File: src/rtl/cordic_pkg.sv
// rtl/cordic_pkg.sv - shared constants and state type for the vectoring CORDIC
package cordic_pkg;

  localparam int IW    = 20;
  localparam int GUARD = 2;

  localparam logic signed [IW-1:0] PI_HALF_Q16 = 20'sd102944;
  localparam logic signed [IW-1:0] PI_Q313     = 20'sd25736;

  // atan(2^-i) scaled by 2^16 per radian; shared with the rotation-mode core
  localparam logic signed [IW-1:0] ATAN_TABLE [0:15] = '{
    20'sd51472, 20'sd30386, 20'sd16055, 20'sd8150,
    20'sd4091,  20'sd2047,  20'sd1024,  20'sd512,
    20'sd256,   20'sd128,   20'sd64,    20'sd32,
    20'sd16,    20'sd8,     20'sd4,     20'sd2
  };

  typedef enum logic [1:0] {ST_IDLE, ST_LOAD, ST_ITER, ST_DONE} state_e;

endpackage

File: src/rtl/cordic_vec_iter.sv
// rtl/cordic_vec_iter.sv - one combinational vectoring micro-rotation
// Rotates toward the +X axis: the sign of Y picks the direction.
module cordic_vec_iter
  import cordic_pkg::*;
(
  input  logic signed [IW-1:0] x_i,
  input  logic signed [IW-1:0] y_i,
  input  logic signed [IW-1:0] z_i,
  input  logic [3:0]           shift_i,
  input  logic signed [IW-1:0] atan_i,
  output logic signed [IW-1:0] x_o,
  output logic signed [IW-1:0] y_o,
  output logic signed [IW-1:0] z_o
);

  logic signed [IW-1:0] x_sh;
  logic signed [IW-1:0] y_sh;

  assign x_sh = x_i >>> shift_i;
  assign y_sh = y_i >>> shift_i;

  always_comb begin
    if (!y_i[IW-1]) begin
      x_o = x_i + y_sh;
      y_o = y_i - x_sh;
      z_o = z_i + atan_i;
    end else begin
      x_o = x_i - y_sh;
      y_o = y_i + x_sh;
      z_o = z_i - atan_i;
    end
  end

endmodule

File: src/rtl/cordic_vector.sv
// rtl/cordic_vector.sv - iterative vectoring CORDIC: (X,Y) -> uncompensated magnitude and atan2 angle
// One shared micro-rotation stage is reused for ITER cycles under a start/busy/valid handshake.
module cordic_vector
  import cordic_pkg::*;
#(
  parameter int ITER = 16
) (
  input  logic        clk,
  input  logic        rst,
  input  logic        start,
  input  logic [15:0] Xin,
  input  logic [15:0] Yin,
  output logic        busy,
  output logic        valid,
  output logic [16:0] Mout,
  output logic [15:0] Zout
);

  localparam logic signed [IW-1:0] RND    = 20'sd4;
  localparam logic signed [IW-1:0] NEG_PI = -PI_Q313;

  state_e               state_q, state_d;
  logic [3:0]           iter_q, iter_d;
  logic signed [IW-1:0] x_q, x_d, y_q, y_d, z_q, z_d;
  logic                 zero_q, zero_d;
  logic [16:0]          mout_q, mout_d;
  logic [15:0]          zout_q, zout_d;

  logic signed [IW-1:0] x_n, y_n, z_n, mag, z_rnd, xin_ext, yin_ext;
  logic [16:0]          mag_fmt;
  logic [15:0]          z_fmt;
  logic                 last, accept;

  assign last    = (iter_q == 4'(ITER - 1));
  assign accept  = start && (state_q == ST_IDLE || state_q == ST_DONE);
  assign xin_ext = {{(IW-16-GUARD){Xin[15]}}, Xin, {GUARD{1'b0}}};
  assign yin_ext = {{(IW-16-GUARD){Yin[15]}}, Yin, {GUARD{1'b0}}};

  cordic_vec_iter u_iter (
    .x_i     (x_q),
    .y_i     (y_q),
    .z_i     (z_q),
    .shift_i (iter_q),
    .atan_i  (ATAN_TABLE[iter_q]),
    .x_o     (x_n),
    .y_o     (y_n),
    .z_o     (z_n)
  );

  // Drop guard bits from X; Q16 angle to Q3.13 with round-half-up, clamped to [-pi, +pi]
  assign mag   = x_n >>> GUARD;
  assign z_rnd = (z_n + RND) >>> 3;

  always_comb begin
    mag_fmt = mag[16:0];
    if (mag[IW-1]) begin
      mag_fmt = '0;
    end else if (|mag[IW-2:17]) begin
      mag_fmt = '1;
    end
    z_fmt = z_rnd[15:0];
    if (z_rnd > PI_Q313) begin
      z_fmt = PI_Q313[15:0];
    end else if (z_rnd < NEG_PI) begin
      z_fmt = NEG_PI[15:0];
    end
  end

  always_comb begin
    state_d = state_q;
    case (state_q)
      ST_IDLE: if (start) state_d = ST_LOAD;
      ST_LOAD: state_d = ST_ITER;
      ST_ITER: if (last) state_d = ST_DONE;
      ST_DONE: state_d = start ? ST_LOAD : ST_IDLE;
    endcase
  end

  always_comb begin
    x_d    = x_q;
    y_d    = y_q;
    z_d    = z_q;
    iter_d = iter_q;
    zero_d = zero_q;
    mout_d = mout_q;
    zout_d = zout_q;
    case (state_q)
      ST_IDLE, ST_DONE: begin
        if (accept) begin
          x_d    = xin_ext;
          y_d    = yin_ext;
          z_d    = '0;
          zero_d = (Xin == 16'd0) && (Yin == 16'd0);
        end
      end
      ST_LOAD: begin
        iter_d = '0;
        // Left half-plane: pre-rotate by +/-pi/2 so the iterations only cover [-pi/2, pi/2]
        if (x_q[IW-1]) begin
          if (!y_q[IW-1]) begin
            x_d = y_q;
            y_d = -x_q;
            z_d = PI_HALF_Q16;
          end else begin
            x_d = -y_q;
            y_d = x_q;
            z_d = -PI_HALF_Q16;
          end
        end
      end
      ST_ITER: begin
        x_d    = x_n;
        y_d    = y_n;
        z_d    = z_n;
        iter_d = iter_q + 4'd1;
        if (last) begin
          iter_d = '0;
          mout_d = zero_q ? 17'd0 : mag_fmt;
          zout_d = zero_q ? 16'd0 : z_fmt;
        end
      end
    endcase
  end

  always_ff @(posedge clk or posedge rst) begin
    if (rst) begin
      state_q <= ST_IDLE;
      iter_q  <= '0;
      x_q     <= '0;
      y_q     <= '0;
      z_q     <= '0;
      zero_q  <= 1'b0;
      mout_q  <= '0;
      zout_q  <= '0;
    end else begin
      state_q <= state_d;
      iter_q  <= iter_d;
      x_q     <= x_d;
      y_q     <= y_d;
      z_q     <= z_d;
      zero_q  <= zero_d;
      mout_q  <= mout_d;
      zout_q  <= zout_d;
    end
  end

  assign busy  = (state_q == ST_LOAD) || (state_q == ST_ITER);
  assign valid = (state_q == ST_DONE);
  assign Mout  = mout_q;
  assign Zout  = zout_q;

endmodule
File: config.mk
export PLATFORM = sky130hd
export DESIGN_NAME = cordic_vector
export DESIGN_NICKNAME = d
export VERILOG_FILES = /design/src/rtl/cordic_pkg.sv /design/src/rtl/cordic_vec_iter.sv /design/src/rtl/cordic_vector.sv
export SDC_FILE = /design/constraint.sdc
export NUM_CORES = 1
export LEC_CHECK = 0
export CORE_MARGIN = 2
export CORE_UTILIZATION = 45
export DETAILED_ROUTE_END_ITERATION = 8
export GPL_ROUTABILITY_DRIVEN = 0
export HOLD_SLACK_MARGIN = 0.08
export SLEW_MARGIN = 20
export SYNTH_ARGS = -nofsm -noshare
export SYNTH_HDL_FRONTEND = slang
export SYNTH_SLANG_ARGS = --single-unit
File: constraint.sdc
create_clock -name clk -period 12.5 [get_ports clk]
set_clock_uncertainty 0.15 [all_clocks]
set_input_delay 1.25 -clock clk [delete_from_list [all_inputs] [get_ports clk]]
set_output_delay 1.25 -clock clk [all_outputs]
set_load 0.05 [all_outputs]
==> key figures <==
Outcome
  – Status: complete, but fails checks
  – Failing checks: DRC

Routing
  – Via count: 11500
  – Routed Antenna Nets: 0
  – Residual DRC count: 10
  – Routed wire length: roughly 37000 um
  – TritonRoute pass-1 iters: 8
  – Routed WL per cell: just over 20 um
  – DR vias/cell: ~6.3
  – Initial drt markers: about 1100

Logic synthesis
  – Register area share after synthesis: between 20% and 30%
  – Flops & latches, synth: 100
  – EDFF count, synth: 0
  – Post-synth ARST share: 100%
  – Ys flop type: dfrtp_1
  – Distinct cells, synth: between 90 and 100
  – Syn_nets: around 1600
  – Mean Syn Cell Area: 8.06 sq um
  – Gate Count Post-Synth: about 1500
  – Total number of yosys warnings: 0
  – Post-Synthesis Cell Area: roughly 12000 sq um

Global routing
  – Largest net degree at the start of global routing: 71
  – Antenna violations before repair: 0
  – Congestion Overflow GR: 0
  – Global-route wire length before repair: 59100 um
  – Number of global-route vias before repair: 10800
  – Overall routing resource usage: a little over a quarter

Worst setup path
  – Setup crit start kind: flop
  – Crit Path Category: reg -> reg
  – Crit Path Max Fanout: 63
  – Flop2flop setup slack: 4.90 ns
  – Reg2reg end: Zout[3]$_DFFE_PP0P_
  – WP data arrival: ~7.8 ns
  – CP required: between 10 and 15 ns
  – R2r worst-path depth: 22
  – Crit path capture type: flop
  – FF-to-FF Start: iter_q[2]$_DFFE_PP0N_

STA
  – RSZ-0062 raised after global routing: no
  – TNS Setup: 0 ns
  – Tcrit/Tclk final: a little over 60%
  – Final setup viols: 0
  – Final hold vios: 0
  – Highest clock rate: around 130 MHz
  – Slew HR: between 20% and 30%
  – Final Slew Violations: 0
  – Slew @ Worst Pin: approximately 1.1 ns
  – Period minus WS final: about 7.6 ns

Floorplanning
  – Initial Utilization: between 40 and 50%
  – DIE HEIGHT: approximately 170 um
  – Core area: around 26000 sq um
  – I/O pin count: 70
  – Placement Rows: just under 60
  – Die area: ~28000 sq um
  – Die Width: between 150 and 200 um

Layout
  – Fillers: ~2600
  – Synth-to-layout area growth: 9.44%
  – Design Area, Final: about 13000 sq um
  – Final Core Density: approximately half
  – Share of cells above drive strength 1: between 8 and 9%
  – Antenna cells: 0
  – NumNets Final: between 1500 and 2000

Clocking
  – Post-CTS Hold Buffers: 0
  – Clock Latency Late Sink: roughly 0.37 ns
  – Root buffer cell: clkbuf_16
  – CTS buffer count: 9
  – Clk slew on worst S/H paths: 0.08 ns
  – Postcts setup bufs: 0
  – Clk buf depth: 2
  – H-tree depth: 3
  – CTS tree: yes
  – Clock Sinks: 100
  – CTS-repair resized insts: 0

Hold path
  – Worst min path class: reg -> reg
  – Hold Path Depth: 1
  – Hold Startpoint: Zout[3]$_DFFE_PP0P_
  – Hold endpoint: Zout[3]$_DFFE_PP0P_

Placement
  – Hpwl dp: between 20000 and 30000 um
  – Post-DP Area: around 13000 sq um
  – Port Buffers: 69

Flow run
  – MaxCap Viol Count: 0
[critical path, cell delays in order, from the launching register on]
cell	delay, ns
dfrtp_2	0.34
buf_4	0.50
clkinv_1	0.71
nand2_1	0.63
nor2_1	0.19
a21oi_1	0.31
ha_1	0.23
and3_1	0.21
a31oi_1	0.16
nor2_1	0.32
xor2_1	0.19
ha_1	0.36
nand4_1	0.19
nand3_1	0.10
o41ai_1	0.52
a22oi_1	0.17
xor2_1	0.49
or4b_4	0.55
xor2_1	0.22
a21oi_1	0.07
a221o_2	0.46
a311oi_1	0.31
a21o_1	0.11
[routing by layer]
layer  up-vias  track usage [%]  wire, um
met4         0             7.94       898
met1      5510             38.3     17100
met2       433             39.1     15500
li1       5526                -         -
met3        62             5.53      3230
met5         -                0         0
[layout make-up]
type | instances | area, sq um | share of cell area, %
flip-flops and latches | 100 | 2510 | 19.1
multi-input cells | 1229 | 8850 | 67.3
clock buffers | 11 | 243 | 1.85
repair buffers | 87 | 826 | 6.28
clock inverters | 5 | 67.6 | 0.514
well taps | 335 | 419 | 3.19
inverters | 60 | 228 | 1.73
[per-stage QoR]
stage                     setup slack [ns]  hold slack (ns)  instances
after floorplan                       6.16            0.321       1490
after global routing                  4.46            0.359       1827
final                                 4.90            0.340       1827
after global placement                5.29            0.316       1811
after CTS                             5.09            0.346       1827
after detailed placement              5.12            0.327       1811
[worst max path at each step]
stage,start,to,slack (ns)
2_1_floorplan,iter_q[3]$_DFFE_PP0N_,Zout[2]$_DFFE_PP0P_,6.16
3_3_place_gp,iter_q[2]$_DFFE_PP0N_,Zout[3]$_DFFE_PP0P_,5.29
3_5_place_dp,iter_q[2]$_DFFE_PP0N_,Zout[3]$_DFFE_PP0P_,5.12
4_1_cts,iter_q[2]$_DFFE_PP0N_,Zout[3]$_DFFE_PP0P_,5.09
5_1_grt,iter_q[2]$_DFFE_PP0N_,Zout[3]$_DFFE_PP0P_,4.46
6_report,iter_q[2]$_DFFE_PP0N_,Zout[3]$_DFFE_PP0P_,4.90
[Yosys cell counts (6+ instances only)]
library cell	number	area, sq um
a211oi_1	8	60.1
a21boi_0	8	60.1
a21o_1	16	120
a21oi_1	108	541
a221o_1	13	130
a221oi_1	11	96.3
a222oi_1	16	160
a22o_1	10	87.6
a22oi_1	7	52.6
a31oi_1	21	131
a32o_1	19	190
a41oi_1	6	52.6
and2_1	12	75.1
and3_1	17	106
buf_1	13	48.8
buf_2	9	45.0
buf_6	6	67.6
clkbuf_1	70	263
dfrtp_1	100	2500
ha_1	76	951
inv_1	56	210
mux2_2	12	135
mux2i_1	23	230
mux4_2	36	811
nand2_1	137	514
nand2b_1	11	68.8
nand3_1	32	160
nand4_1	12	75.1
nor2_1	144	541
nor2b_1	13	81.3
nor3_1	31	155
nor4_1	18	113
o211ai_1	12	90.1
o21a_1	18	135
o21ai_0	113	566
o21ai_1	9	45.0
o22ai_1	8	50.1
o31ai_1	19	143
or2_2	7	43.8
or3_1	12	75.1
xnor2_1	83	727
xor2_1	50	438
[layout by cell type, fill, tap and decap left out, types with 11 or more instances in the layout]
cell	synthesis	layout
a21o_1	16	16
a21oi_1	108	108
a221o_1	13	13
a221oi_1	11	11
a222oi_1	16	16
a31oi_1	21	21
a32o_1	19	19
and2_1	12	12
and3_1	17	17
buf_4	2	18
clkdlybuf4s50_1	0	69
dfrtp_1	100	95
ha_1	76	76
inv_1	56	55
mux2_2	12	12
mux2i_1	23	23
mux4_2	36	36
nand2_1	137	137
nand2b_1	11	11
nand3_1	32	32
nand4_1	12	12
nor2_1	144	144
nor2b_1	13	13
nor3_1	31	31
nor4_1	18	18
o211ai_1	12	12
o21a_1	18	18
o21ai_0	113	113
o31ai_1	19	19
or3_1	12	12
xnor2_1	83	83
xor2_1	50	50
[logic make-up (layout without fill, tap and decap cells)]
logic type,Yosys count,count (layout),synth area share (%)
AND/OR/NAND/NOR,475,475,19.0
AO/OA/AOI/OAI,468,468,26.3
buffers and inverters,161,163,5.57
XOR/XNOR,136,136,10.1
flip-flops,100,100,20.8
adder cells (fa/ha/maj),79,79,8.42
multiplexers,71,71,9.79
[registers in the layout, indices dropped and copies added, names as in the netlist]
signal,count
Mout,17
z_q,20
Zout,16
zero_q,1
x_q,20
y_q,20
iter_q,4
state_q,2
Power is not shown: default switching activity piles up to over one toggle a cycle in this logic, so the estimate is an artifact.
